==> src/rtl/apb4_master.sv <==
// APB4 master: bridges a valid/ready core request onto a single APB4 transfer.
// Latency: 3 cycles from an accepted bus_valid to the bus_ready pulse, plus 1 per PREADY=0 ACCESS cycle.
// Backpressure: the core holds bus_valid until bus_ready; the slave stalls the transfer with PREADY=0.
//
// Ports:
//   clk, rst_n                      - rising-edge clock, asynchronous active-low reset
//   bus_valid/addr/wdata/wstrb/write - core request (held until bus_ready)
//   bus_ready/rdata/err             - one-cycle completion pulse, read data and status (held)
//   PADDR/PWDATA/PSTRB/PWRITE/PSEL/PENABLE - APB4 master outputs
//   PRDATA/PREADY/PSLVERR           - APB4 slave responses
//
// Optional feature: define APB4_MASTER_TIMEOUT_EN to compile in an ACCESS-phase
// watchdog that aborts a transfer after TIMEOUT stalled cycles with bus_err=1.
module apb4_master #(
    parameter int ADDR_W  = 32,
    parameter int DATA_W  = 32,
    parameter int TIMEOUT = 16
) (
    input  logic                  clk,
    input  logic                  rst_n,
    input  logic                  bus_valid,
    input  logic [ADDR_W-1:0]     bus_addr,
    input  logic [DATA_W-1:0]     bus_wdata,
    input  logic [DATA_W/8-1:0]   bus_wstrb,
    input  logic                  bus_write,
    output logic                  bus_ready,
    output logic [DATA_W-1:0]     bus_rdata,
    output logic                  bus_err,
    output logic [ADDR_W-1:0]     PADDR,
    output logic [DATA_W-1:0]     PWDATA,
    output logic [DATA_W/8-1:0]   PSTRB,
    output logic                  PWRITE,
    output logic                  PSEL,
    output logic                  PENABLE,
    input  logic [DATA_W-1:0]     PRDATA,
    input  logic                  PREADY,
    input  logic                  PSLVERR
);

    typedef enum logic [1:0] {
        S_IDLE   = 2'd0,
        S_SETUP  = 2'd1,
        S_ACCESS = 2'd2
    } state_t;

    state_t r_state;
    logic   w_start;
    logic   w_timeout;

    // bus_ready is high during the completion cycle; a still-high bus_valid
    // there belongs to the request just finished, so it must not be taken.
    assign w_start = (r_state == S_IDLE) && bus_valid && !bus_ready;

`ifdef APB4_MASTER_TIMEOUT_EN
    localparam logic [7:0] TO_LAST = 8'(TIMEOUT - 1);

    logic [7:0] r_cnt;

    // Counts stalled ACCESS cycles; abort fires on the TIMEOUT-th one.
    assign w_timeout = (r_state == S_ACCESS) && !PREADY && (r_cnt == TO_LAST);

    always_ff @(posedge clk or negedge rst_n) begin
        if (!rst_n) begin
            r_cnt <= 8'd0;
        end else if (w_start) begin
            r_cnt <= 8'd0;
        end else if ((r_state == S_ACCESS) && !PREADY) begin
            r_cnt <= r_cnt + 8'd1;
        end
    end
`else
    logic w_unused_timeout;

    assign w_timeout        = 1'b0;
    assign w_unused_timeout = (TIMEOUT > 0);
`endif

    always_ff @(posedge clk or negedge rst_n) begin
        if (!rst_n) begin
            r_state   <= S_IDLE;
            PSEL      <= 1'b0;
            PENABLE   <= 1'b0;
            PWRITE    <= 1'b0;
            PADDR     <= '0;
            PWDATA    <= '0;
            PSTRB     <= '0;
            bus_ready <= 1'b0;
            bus_err   <= 1'b0;
            bus_rdata <= '0;
        end else begin
            bus_ready <= 1'b0;
            case (r_state)
                S_IDLE: begin
                    if (w_start) begin
                        r_state <= S_SETUP;
                        PADDR   <= bus_addr;
                        PWDATA  <= bus_wdata;
                        PWRITE  <= bus_write;
                        // Reads never carry byte strobes on APB4.
                        PSTRB   <= bus_write ? bus_wstrb : '0;
                        PSEL    <= 1'b1;
                        PENABLE <= 1'b0;
                    end
                end
                S_SETUP: begin
                    r_state <= S_ACCESS;
                    PENABLE <= 1'b1;
                end
                S_ACCESS: begin
                    if (PREADY) begin
                        r_state   <= S_IDLE;
                        PSEL      <= 1'b0;
                        PENABLE   <= 1'b0;
                        bus_ready <= 1'b1;
                        bus_err   <= PSLVERR;
                        // Errored reads return zero rather than slave garbage.
                        if (!PWRITE) begin
                            bus_rdata <= PSLVERR ? '0 : PRDATA;
                        end
                    end else if (w_timeout) begin
                        r_state   <= S_IDLE;
                        PSEL      <= 1'b0;
                        PENABLE   <= 1'b0;
                        bus_ready <= 1'b1;
                        bus_err   <= 1'b1;
                        if (!PWRITE) begin
                            bus_rdata <= '0;
                        end
                    end
                end
                default: begin
                    r_state <= S_IDLE;
                    PSEL    <= 1'b0;
                    PENABLE <= 1'b0;
                end
            endcase
        end
    end

endmodule

==> config.mk <==
export PLATFORM = sky130hd
export DESIGN_NAME = apb4_master
export DESIGN_NICKNAME = d
export VERILOG_FILES = /design/src/rtl/apb4_master.sv
export SDC_FILE = /design/constraint.sdc
export NUM_CORES = 1
export LEC_CHECK = 0
export CORE_MARGIN = 2
export CORE_UTILIZATION = 42
export DETAILED_ROUTE_END_ITERATION = 6
export GPL_TIMING_DRIVEN = 0
export PLACE_DENSITY_LB_ADDON = 0.08
export SLEW_MARGIN = 20
export SYNTH_ARGS = -nofsm -noshare
export SYNTH_HDL_FRONTEND = slang
export SYNTH_SLANG_ARGS = --single-unit
==> constraint.sdc <==
create_clock -name clk -period 1.9 [get_ports clk]
set_input_delay 0.285 -clock clk [delete_from_list [all_inputs] [get_ports clk]]
set_output_delay 0.285 -clock clk [all_outputs]
set_load 0.01 [all_outputs]
==> results.yml <==
setup_path:
  r2r_cells: 4
  required_ps: 2160
  cp.buffers_inverters: 2
  r2r_start: "r_state[1]"
  crit_path_cell_trace: "nor4b_2 -> buf_6 -> buf_12 -> mux2_4"
  setup.worst_path.start: "r_state[1]"
  crit_slowest_cell: "dfrtp_1"
  slowest_delay_ps: 460
  crit_family: "flip-flops"
  critPathKind: "reg -> reg"
  critPathCaptureType: "flip-flop"
  worst_setup_path_start_kind: "flip-flop"
  path_max_fanout: 10
  critical_path_arrival_ps: 1870
  critical_path_depth: 4
clocking:
  cts_sinks: 107
  cts_resized: 0
  cts-htree-levels: 3
  clkLatencyLatePin_ps: 370
  clockBufferDepth: 2
  cts_setup_buffers: 0
  cts_tree: "done"
  cts_buffers: 9
  path_clk_slew_ps: 100
  cts-root-buf: "clkbuf_8"
grt:
  grt_overflow: 0
  grt_max_degree: 57
  antenna_found_initial: 1
  grt_pass1_wl_um: 16500
  grt_util_all_layers_pct: 18.4
  grt_pass1_vias: 3147
floorplan:
  io_pins: 211
  die_x_um: 108
  die_y_um: 108
  rows: 38
  initial_core_util_pct: 42.6
  die_area_um2: 11800
  core_um2: 10700
pwr:
  powerDensity_nw_per_um2: 1550
  p_total_uw: 11100
  leakage_uw: 0.00310
  ir_worst_vdd_mv: 0.870
min_path:
  hp-class: "in -> async"
finish:
  syn_to_final_growth_pct: 55.5
  instances_no_fill: 643
  multi_input_area_um2: 1680
  fin_nets: 604
  drive_gt1_share_pct: 25.2
  layout_commonest_cell: "clkdlybuf4s50_1"
  final_cell_mix: "clkdlybuf4s50_1 (209), dfrtp_1 (107), mux2_4 (63)"
  ff_latch_area_um2: 2680
  num-fill-cells: 833
  diodes: 0
synth:
  synth-seq-cells: 107
  synthCells: 275
  syn_area_per_cell_um2: 16.6
  ys_warn_count: 0
  synth.top_cell.area_share_pct: 58.5
  ys_seq_area_share_pct: 58.5
  synth_area_leader_cell: "dfrtp_1"
  synthesis.area_um2: 4580
  synth_area_leaders: "dfrtp_1 (58%), mux2_4 (21%), mux2_2 (8.4%), nor2b_1 (4.4%), buf_12 (3.1%)"
  ys_types: 21
  syn-num-nets: 381
flow_run:
  maxCapViolations: 0
timing:
  setup_viol_count_final: 0
  skew_ps: 9.06
  rsz0062_at_grt: "no"
  worst_slew_pin_slew_ps: 494
  hold_violations: 0
  worst_slack_ps: 294
  post-route-period-util_pct: 84.5
  layout_min_cycle_time_ps: 1610
  tns_ps: 0
  fmax_mhz: 623
  maxSlewHeadroom_pct: 67.1
  drv_slew: 0
detailed_routing:
  routed_wirelength_um: 10700
  routed_via_density: 4.64
  route.detailed.drc: 0
  drt-initial-drc-count: 86
  antenna_left: 0
  wl_per_cell_um: 16.7
  drt_first_pass_iters: 4
  num_vias: 2984
run_status:
  status: "finished clean"
place:
  pre_cts_ws_ps: -106
  port_buffers: 210
  gp_congestion: 0.710
  dp_hpwl_um: 7990
  place_inst: 626
-- cells by family (layout without fill, tap and decap cells) --
family	Yosys count	in the layout	share of synthesized area [%]
flops	107	107	58.5
buf+inv	20	248	4.81
compound gates	4	4	0.574
mux	102	102	30.1
simple gates	42	42	5.99
-- synthesized netlist by cell type, drive strengths merged --
cell type and count:
a21o 1, and3b 1, buf 12, clkbuf 3
dfrtp 107, inv 5, mux2 98, mux2i 4
nand2 4, nand2b 1, nor2b 32, nor4b 1
nor4bb 1, o21ai 2, o311ai 1, or2b 1
or4bb 1
-- what timing repair did --
item                       4_1_cts  5_1_grt
setup endpoints to repair        0        0
hold buffers                     1        0
hold endpoints to repair        51        0
-- sequential cells by signal, summed over array words and instances, names as in the netlist --
register   cells
bus_err        1
PWDATA        32
PWRITE         1
r_state        2
PENABLE        1
bus_ready      1
PADDR         32
PSEL           1
bus_rdata     32
PSTRB          4
-- report_power, final --
group,switching [uW],internal [uW]
Combinational,1840,3680
Sequential,610,3370
Clock,775,786
-- area by class of cell --
class | count | share of cell area (%)
buffer | 15 | 2.83
clock buffer | 11 | 1.99
clock inverter | 5 | 1.19
inverter | 5 | 0.264
multi-input combinational | 148 | 23.6
sequential | 107 | 37.6
tap | 140 | 2.46
timing repair buffer | 212 | 30.1
-- final timing paths --
check                                 end  slack (ps)
max in group asynchronous            PSEL         820
worst max register to register  PADDR[23]         290
worst max-delay path            PADDR[23]         290
worst min register to register       PSEL         490
min in group clk                 PSTRB[1]         450
worst min-delay path            PADDR[18]         440
-- routing by layer --
metal  wire length, um  share of wire, %  global-route usage (%)
met4               132               1.2                    5.77
met5                13              0.12                       0
met1              4380                41                    22.4
met2              5330                50                    30.8
met3               883               8.2                    6.27
-- per-stage QoR --
step                      area, um2  hold slack [ps]  utilization (%)
after floorplan                4580            -10.6                -
after global placement         6860              464             63.8
after detailed placement       6880              263             64.1
after CTS                      7120              426             66.3
after global routing           7120              464             66.3
final                          7120              437             66.3
No activity file was read; power rests on OpenSTA's default activity.
